<file path="config.mk">
export PLATFORM = sky130hd
export DESIGN_NAME = intr_ctrl_n_flat
export DESIGN_NICKNAME = d
export VERILOG_FILES = /design/src/rtl/intr_ctrl_n_if.sv /design/src/rtl/intr_ctrl_n.sv /design/src/flat_wrapper.sv
export SDC_FILE = /design/constraint.sdc
export NUM_CORES = 1
export LEC_CHECK = 0
export CAP_MARGIN = 20
export CORE_MARGIN = 1.5
export CORE_UTILIZATION = 23
export DETAILED_ROUTE_END_ITERATION = 16
export PLACE_DENSITY_LB_ADDON = 0.3
export SETUP_SLACK_MARGIN = 0.5
export SKIP_CTS_REPAIR_TIMING = 1
export SKIP_LAST_GASP = 1
export SYNTH_ARGS = -nofsm -noshare
export SYNTH_HDL_FRONTEND = slang
export SYNTH_SLANG_ARGS = --single-unit
</file>
<file path="constraint.sdc">
create_clock -name clk -period 6.8 [get_ports clk]
set_input_delay 1.02 -clock clk [delete_from_list [all_inputs] [get_ports clk]]
set_output_delay 1.02 -clock clk [all_outputs]
set_load 0.02 [all_outputs]
</file>
<file path="src/rtl/intr_ctrl_n_if.sv">
// CU-side request channel of the interrupt controller: a four-phase req/ack
// handshake plus the exception code and handler entry address that travel
// with the request.
interface intr_ctrl_n_if #(
  parameter int CODE_W = 4
) ();
  logic              cu_req;
  logic              cu_ack;
  logic [CODE_W-1:0] excep_code;
  logic [0:31]       intr_entry_addr;

  // Controller side: raises the request and presents code/address.
  modport master (
    output cu_req,
    output excep_code,
    output intr_entry_addr,
    input  cu_ack
  );

  // Control-unit side: observes the request and acknowledges it.
  modport slave (
    input  cu_req,
    input  excep_code,
    input  intr_entry_addr,
    output cu_ack
  );
endinterface

</file>
<file path="src/rtl/intr_ctrl_n.sv">
// Parametrised interrupt controller: N_SRC sticky pending latches, an
// enable mask, per-source non-maskable attribute, fixed priority (index 0
// highest) and a programmable vector base. One request at a time is offered
// to the CU over a four-phase handshake; the serviced source gets a
// one-cycle acknowledge once the CU accepts.
// Legal configurations: 1 <= N_SRC <= 31 and N_SRC <= 2**CODE_W - 1.
module intr_ctrl_n #(
  parameter int               N_SRC     = 8,
  parameter int               CODE_W    = 4,
  parameter int               VEC_SHIFT = 8,
  parameter logic [31:0]      BASE_RST  = 32'h0000_0000,
  parameter logic [N_SRC-1:0] MASK_RST  = '1,
  parameter logic [N_SRC-1:0] NMI_MASK  = N_SRC'(1)
) (
  input  logic             clk,
  input  logic             rst,
  input  logic [N_SRC-1:0] i_src_req,
  output logic [N_SRC-1:0] o_src_ack,
  input  logic             i_msr_ee,
  input  logic             i_cfg_wr,
  input  logic [1:0]       i_cfg_addr,
  input  logic [0:31]      i_cfg_wd,
  output logic [0:31]      o_cfg_rd,
  intr_ctrl_n_if.master    cu
);

  localparam int               SEL_W = (N_SRC > 1) ? $clog2(N_SRC) : 1;
  localparam logic [N_SRC-1:0] ONE   = N_SRC'(1);

  localparam logic [1:0] A_MASK = 2'd0;
  localparam logic [1:0] A_BASE = 2'd1;
  localparam logic [1:0] A_PEND = 2'd2;

  typedef enum logic [1:0] {
    S_IDLE = 2'd0,  // waiting for an eligible source
    S_REQ  = 2'd1,  // cu_req held, waiting for cu_ack
    S_DONE = 2'd2   // ack given, waiting for cu_ack to drop
  } state_t;

  state_t             r_state;
  state_t             w_state_nxt;

  logic [N_SRC-1:0]   r_pend;
  logic [N_SRC-1:0]   r_mask;
  logic [31:0]        r_base;

  logic               r_cu_req;
  logic [N_SRC-1:0]   r_src_ack;
  logic [CODE_W-1:0]  r_code;
  logic [31:0]        r_addr;
  logic [SEL_W-1:0]   r_sel;

  logic               w_cu_req_nxt;
  logic [N_SRC-1:0]   w_src_ack_nxt;
  logic [CODE_W-1:0]  w_code_nxt;
  logic [31:0]        w_addr_nxt;
  logic [SEL_W-1:0]   w_sel_nxt;
  logic [N_SRC-1:0]   w_clr;

  logic [N_SRC-1:0]   w_elig;
  logic               w_any;
  logic [SEL_W-1:0]   w_sel;
  logic [N_SRC-1:0]   w_mask_wd;

  // Non-maskable sources bypass both the enable mask and MSR[EE]; only the
  // registered pending bits take part, never the raw request inputs.
  assign w_elig = r_pend & ((r_mask & {N_SRC{i_msr_ee}}) | NMI_MASK);

  // Fixed-priority encoder: lowest eligible index wins.
  always_comb begin
    // NOTE: combinational blocks use blocking '=' so later statements see the
    // updated value; every output gets a default first so no latch is built.
    w_any = |w_elig;
    w_sel = '0;
    for (int i = N_SRC - 1; i >= 0; i--) begin
      if (w_elig[i]) w_sel = SEL_W'(i);
    end
  end

  // Mask bit i lives at cfg_wd[31-i] (bit 31 is the LSB of the bus).
  always_comb begin
    w_mask_wd = '0;
    for (int i = 0; i < N_SRC; i++) begin
      w_mask_wd[i] = i_cfg_wd[31-i];
    end
  end

  // Handshake state register.
  always_ff @(posedge clk or posedge rst) begin
    // NOTE: sequential state uses non-blocking '<=' so every flop samples the
    // pre-edge values, independent of statement order.
    if (rst) r_state <= S_IDLE;
    else     r_state <= w_state_nxt;
  end

  // Next state and next values of the registered handshake outputs.
  always_comb begin
    w_state_nxt   = r_state;
    w_cu_req_nxt  = r_cu_req;
    w_src_ack_nxt = '0;
    w_code_nxt    = r_code;
    w_addr_nxt    = r_addr;
    w_sel_nxt     = r_sel;
    w_clr         = '0;
    case (r_state)
      S_IDLE: begin
        // cu_ack seen here is ignored; only eligibility starts a request.
        if (w_any) begin
          w_sel_nxt    = w_sel;
          w_cu_req_nxt = 1'b1;
          w_code_nxt   = CODE_W'(w_sel) + CODE_W'(1);
          w_addr_nxt   = r_base + (32'(w_sel) << VEC_SHIFT);
          w_state_nxt  = S_REQ;
        end
      end
      S_REQ: begin
        // No preemption: code and address stay latched until cu_ack.
        if (cu.cu_ack) begin
          w_cu_req_nxt  = 1'b0;
          w_src_ack_nxt = ONE << r_sel;
          w_clr         = ONE << r_sel;
          w_state_nxt   = S_DONE;
        end
      end
      S_DONE: begin
        // Completing the four-phase cycle keeps cu_req low while cu_ack is high.
        if (!cu.cu_ack) w_state_nxt = S_IDLE;
      end
      default: w_state_nxt = S_IDLE;
    endcase
  end

  // Registered handshake outputs.
  always_ff @(posedge clk or posedge rst) begin
    if (rst) begin
      r_cu_req  <= 1'b0;
      r_src_ack <= '0;
      r_code    <= '0;
      r_addr    <= '0;
      r_sel     <= '0;
    end else begin
      r_cu_req  <= w_cu_req_nxt;
      r_src_ack <= w_src_ack_nxt;
      r_code    <= w_code_nxt;
      r_addr    <= w_addr_nxt;
      r_sel     <= w_sel_nxt;
    end
  end

  // Sticky pending latches (acknowledge clear wins) and config registers.
  always_ff @(posedge clk or posedge rst) begin
    if (rst) begin
      r_pend <= '0;
      r_mask <= MASK_RST;
      r_base <= BASE_RST;
    end else begin
      r_pend <= (r_pend | i_src_req) & ~w_clr;
      if (i_cfg_wr && (i_cfg_addr == A_MASK)) r_mask <= w_mask_wd;
      if (i_cfg_wr && (i_cfg_addr == A_BASE)) r_base <= i_cfg_wd;
    end
  end

  // Combinational configuration readback; unused bits read as zero.
  always_comb begin
    o_cfg_rd = '0;
    case (i_cfg_addr)
      A_MASK:  o_cfg_rd = 32'(r_mask);
      A_BASE:  o_cfg_rd = r_base;
      A_PEND:  o_cfg_rd = 32'(r_pend);
      default: o_cfg_rd = '0;
    endcase
  end

  assign o_src_ack          = r_src_ack;
  assign cu.cu_req          = r_cu_req;
  assign cu.excep_code      = r_code;
  assign cu.intr_entry_addr = r_addr;

endmodule

</file>
<file path="src/flat_wrapper.sv">
// flat-port wrapper written by rule: the top's interface ports become plain ports
module intr_ctrl_n_flat 
#(
  parameter int               N_SRC     = 8,
  parameter int               CODE_W    = 4,
  parameter int               VEC_SHIFT = 8,
  parameter logic [31:0]      BASE_RST  = 32'h0000_0000,
  parameter logic [N_SRC-1:0] MASK_RST  = '1,
  parameter logic [N_SRC-1:0] NMI_MASK  = N_SRC'(1)
)
  (clk, rst, i_src_req, o_src_ack, i_msr_ee, i_cfg_wr, i_cfg_addr, i_cfg_wd, o_cfg_rd, cu_cu_req, cu_excep_code, cu_intr_entry_addr, cu_cu_ack);
  intr_ctrl_n_if #(.CODE_W(CODE_W)) cu_i ();
  input  logic clk;
  input  logic rst;
  input  logic [N_SRC-1:0] i_src_req;
  output logic [N_SRC-1:0] o_src_ack;
  input  logic i_msr_ee;
  input  logic i_cfg_wr;
  input  logic [1:0] i_cfg_addr;
  input  logic [0:31] i_cfg_wd;
  output logic [0:31] o_cfg_rd;
  output wire logic [$bits(cu_i.cu_req)-1:0] cu_cu_req;
  output wire logic [$bits(cu_i.excep_code)-1:0] cu_excep_code;
  output wire logic [$bits(cu_i.intr_entry_addr)-1:0] cu_intr_entry_addr;
  input wire logic [$bits(cu_i.cu_ack)-1:0] cu_cu_ack;
  assign cu_cu_req = cu_i.cu_req;
  assign cu_excep_code = cu_i.excep_code;
  assign cu_intr_entry_addr = cu_i.intr_entry_addr;
  assign cu_i.cu_ack = cu_cu_ack;
  intr_ctrl_n #(.N_SRC(N_SRC), .CODE_W(CODE_W), .VEC_SHIFT(VEC_SHIFT), .BASE_RST(BASE_RST), .MASK_RST(MASK_RST), .NMI_MASK(NMI_MASK)) u_core (.clk(clk), .rst(rst), .i_src_req(i_src_req), .o_src_ack(o_src_ack), .i_msr_ee(i_msr_ee), .i_cfg_wr(i_cfg_wr), .i_cfg_addr(i_cfg_addr), .i_cfg_wd(i_cfg_wd), .o_cfg_rd(o_cfg_rd), .cu(cu_i));
endmodule
</file>
# After elaboration in Yosys (flattened, before gate mapping)
# Index checks and enable logic that the tools add are counted.
# op_classes
muxes	18
eq_ne	7
n_bitwise	5
n_shift	1
n_reduce_logical	9
add_sub_neg	2
# op_table
op	count
32-bit case mux with 3 select lines	1
32-bit by 11-bit adder with 32-bit output	1
8-bit bitwise AND	3
3-bit 2-to-1 mux	8
8-bit 2-to-1 mux	2
8-bit NOT	1
8-bit bitwise OR	1
8-bit OR reduction	1
1-bit by 3-bit << shifter with 8-bit output, first input constant	1
2-bit 2-to-1 mux	3
2-bit case mux with 3 select lines	1
3-bit AND reduction	2
3-bit by 1-bit adder with 4-bit output, second input constant	1
2-bit by 1-bit equality test with 1-bit output, second input constant	2
2-bit equality test, second input constant	2
2-bit zero test	2
2-bit != test, second input constant	2
1-bit logical AND	2
1-bit 2-to-1 mux	2
2-bit by 1-bit != test with 1-bit output, second input constant	1
1-bit case mux with 2 select lines	1
2-bit AND reduction	1
2-bit nonzero test	1
# word_totals
elab_cells	51
out_inout_bits	77
reg_bits	98
inputBits	47

# Longest topological paths before layout
# depth
ltp_word	11
ltp_mapped	11
mapped_depth_nobuf	11

# Least setup slack after synthesis
# Ideal clock, no wire load.
# synth_path
kind	input to register
from	input i_msr_ee
to	register u_core.r_addr[26] (netlist: u_core.cu.intr_entry_addr[5])
path_buffers	0
slack_ps	3704
arrival_time_ps	3019
cell_stages	9
t_required_ps	6723
setup_ps	77
cell_sequence	inv_1 > nor4_1 > ha_1 > fa_1 > a21oi_1 > nor4_1 > nand4_1 > xor2_1 > a21oi_1
# synth_via
elab_chain_len	11
word_cells_on_any_way	13
classes_between	1 x add/sub; 8 x mux; 2 x bitwise; 2 x reduce/logical
# synth_rtl
element	line_no	rtl
start: declaration	flat_wrapper.sv:17	input logic i_msr_ee;
8-bit bitwise AND (*) (2 in series)	intr_ctrl_n.sv:67	assign w_elig = r_pend & ((r_mask & {N_SRC{i_msr_ee}}) | NMI_MASK);
3-bit 2-to-1 mux (6 in series)	intr_ctrl_n.sv:76	if (w_elig[i]) w_sel = SEL_W'(i);
3-bit 2-to-1 mux (*) (2 in series)	intr_ctrl_n.sv:76	
net u_core.w_sel[0]	intr_ctrl_n.sv:62	logic [SEL_W-1:0] w_sel;
32-bit by 11-bit adder with 32-bit output (*)	intr_ctrl_n.sv:112	w_addr_nxt = r_base + (32'(w_sel) << VEC_SHIFT);
end signal: assignment	intr_ctrl_n.sv:145	r_addr <= w_addr_nxt;
end: declaration	intr_ctrl_n.sv:50	logic [31:0] r_addr;
# The timed path passes the listed nets; every way through them passes the cells marked *.
# A chain may end at the register's enable or synchronous reset.

# Worst setup path after layout
# layout_path
from	input i_cfg_addr[0]
to	output o_cfg_rd[12] in the netlist's numbering
# layout_via
elab_chain_len	2
word_cells_on_any_way	4
classes_between	2 x eq/ne; 1 x mux; 1 x reduce/logical
# layout_rtl
element	line_no	rtl
start: declaration	flat_wrapper.sv:19	input logic [1:0] i_cfg_addr;
2-bit equality test (tied with other cells)	intr_ctrl_n.sv:166	case (i_cfg_addr)
32-bit case mux with 3 select lines (*)	intr_ctrl_n.sv:166	
end: declaration	flat_wrapper.sv:21	output logic [0:31] o_cfg_rd;
# Mark *: on every way between the ends. The rest lies on a longest branch, timed or not.

==> results.cfg <==
[die]
start_util = 0.234
num_rows = 51
coreArea_um2 = 19300
ios = 124
die-area_um2 = 20500
die_x_um = 143
dieHeight_um = 143

[routing]
post_drt_via_cell_ratio = 4.28
met1_length_um = 5360
route.met3.wl_um = 928
drt_iter0_drc = 139
num_vias = 3353
top_layer = met4
firstDrtPassIters = 4
drt_wl_total_um = 11900
drc = 0
wl_per_cell_um = 15.2
dr_wl_met2_um = 5430
ant_nets = 0

[worst_setup_path]
cp_max_fo = 25
critPathRequiredTime_ps = 5780
cp.arrival_ps = 3610
crit_path_end = o_cfg_rd[12]
crit_type = input port to output port
worstReg2RegStart = u_core.r_mask[6]
startpoint = i_cfg_addr[0]
worstSetupEndpointType = output port
r2r_cells = 12
r2r_slack_ps = 3500
critPathLaunchType = input port
reg2reg_to = u_core.cu.intr_entry_addr[5]

[timing]
rsz0062_at_grt = no
fmax_ghz = 0.216
slew_violations = 0
fin_crit_ps = 4630
setup_viol = 0
finalSetupTns_ps = 0
relSlewSlack = 0.361
whs_ps = 491
tightest_slew_ps = 954
period_share = 0.681
finalHoldViolations = 0
clock_skew_ps = 5.96

[clock_tree]
cts_root_buf = clkbuf_16
cts_tree = built
clockBufferDepth = 2
clock-sinks = 98
clock_latency_ps = 350
clk_pin_slew_ps = 70
htreeDepth = 3
cts_buffers = 9

[logic_synthesis]
synth_area_leaders = dfrtp_1 50%, mux2_2 13%, dfstp_2 4.7%
synth.distinct_cells = 47
synth_ff_type = dfrtp_1
syn_area_um2 = 4520
async_reset_ff_frac = 1.00
ys_warn_count = 0
synth_nets = 443
synth_top_area_frac = 0.499
ys_seq_area_frac = 0.545
postSynthAreaPerCell_um2 = 11.6
synth_top_area_cell = dfrtp_1
synth_edf_count = 0
synth-seq-cells = 98
postSynthCellCount = 391

[global_route]
grt_use_total = 0.121
grt_pass1_wl_um = 18800
antenna_found_initial = 0
grt.overflow.total = 0
grt_start_max_net_pins = 60
grt_pass1_vias = 3388

[layout]
layout.nets = 566
diodes = 0
layout-drive-gt1-share = 0.179
fin_cells = 784
final_cell_mix = 123 x clkdlybuf4s50_1, 90 x dfrtp_1, 54 x mux2_2
final_util = 0.328
area_growth_pct = 40.3
nFillCells = 2001
final_common_cell = clkdlybuf4s50_1

[power]
p_switching_uw = 832
leakagePower_uw = 0.00250
irDropWorstVdd_uv = 130
seq_power_share = 0.393
pwr-share-comb = 0.384
swShare = 0.358
powerDensity_nw_per_um2 = 367
p_int_uw = 1490
clockPowerShare = 0.223

[placement]
dp.final_hpwl_um = 8720
numPortBuffers = 123
dpl.cell_count = 768
place.gp.congestion = 0.902

[outcome]
status = complete, no violations

[min_path]
worstHoldStart = u_core.cu.cu_req
hold_class = register to register

[run]
maxCapViolCount = 0
-- area by class of cell --
class | instances | area, um2 | area share
Clock buffer | 9 | 225 | 0.0355
Clock inverter | 7 | 78.8 | 0.0124
Inverter | 2 | 10.0 | 0.00158
Multi-Input combinational cell | 276 | 1970 | 0.311
Sequential cell | 98 | 2460 | 0.389
Tap cell | 265 | 332 | 0.0523
Timing Repair Buffer | 127 | 1260 | 0.199
-- Yosys cell counts (2+ instances only) --
master     n
dfrtp_1   90
mux2_2    54
nor2_1    50
a21oi_1   28
nand2_1   26
and2_1    23
xor2_1    15
dfstp_2    8
mux2i_1    8
o21ai_0    8
xnor2_1    8
nor2b_1    6
clkbuf_1   5
nand2b_1   5
nand3_1    5
ha_1       4
nand4_1    4
buf_1      3
buf_2      3
nor3_1     3
and3_1     2
and4_1     2
buf_4      2
buf_6      2
inv_1      2
nand4_2    2
nor4_1     2
o21a_1     2
-- sequential cells by signal, indices dropped and copies added, names as in the netlist --
| register | count |
|---|---|
| u_core.cu.excep_code | 4 |
| u_core.cu.cu_req | 1 |
| u_core.r_state | 2 |
| u_core.o_src_ack | 8 |
| u_core.r_base | 32 |
| u_core.r_mask | 8 |
| u_core.r_pend | 8 |
| u_core.r_sel | 3 |
| u_core.cu.intr_entry_addr | 32 |
-- routing by layer --
layer | vias up | global-route usage
met4 | 0 | 0.0396
li1 | 1596 | -
met2 | 118 | 0.192
met5 | - | 0
met1 | 1624 | 0.156
met3 | 15 | 0.0386
-- kinds of logic after synthesis --
logic type,Yosys count,share of synthesized area
XOR/XNOR,23,0.0446
buffers and inverters,17,0.0199
AO/OA/AOI/OAI,51,0.0706
flip-flops,98,0.545
multiplexers,62,0.152
AND/OR/NAND/NOR,135,0.152
adder cells (fa/ha/maj),5,0.0155
-- through the flow --
step	cell area, um2	total power (uW)	worst slack [ps]
global route	6340	2480	1950
global placement	6030	1820	2150
floorplan	4520	1430	3230
finish	6340	2330	2170
CTS	6340	2370	2050
detailed placement	6030	1830	2070
-- critical path: stages --
cell	delay, ps
clkdlybuf4s50_1	830
nor2b_2	880
and2_2	270
clkdlybuf4s50_1	600
-- power groups by stage --
stage / clock, uW / sequential (uW) / combinational [uW]
finish: 519 / 914 / 893
global placement: 0 / 923 / 893
floorplan: 0 / 1020 / 413
CTS: 541 / 918 / 909
global route: 568 / 941 / 967
detailed placement: 0 / 927 / 906
-- how the worst min path moves through the flow --
stage / slack (ps) / cells past startpoint / end
after floorplan: 480 / 2 / u_core.r_pend[4]
after global placement: 480 / 1 / u_core.cu.cu_req
after detailed placement: 480 / 1 / u_core.cu.cu_req
after CTS: 500 / 1 / u_core.cu.cu_req
after global routing: 510 / 1 / u_core.cu.cu_req
final: 490 / 1 / u_core.cu.cu_req
(Power assumes the default switching activity.)
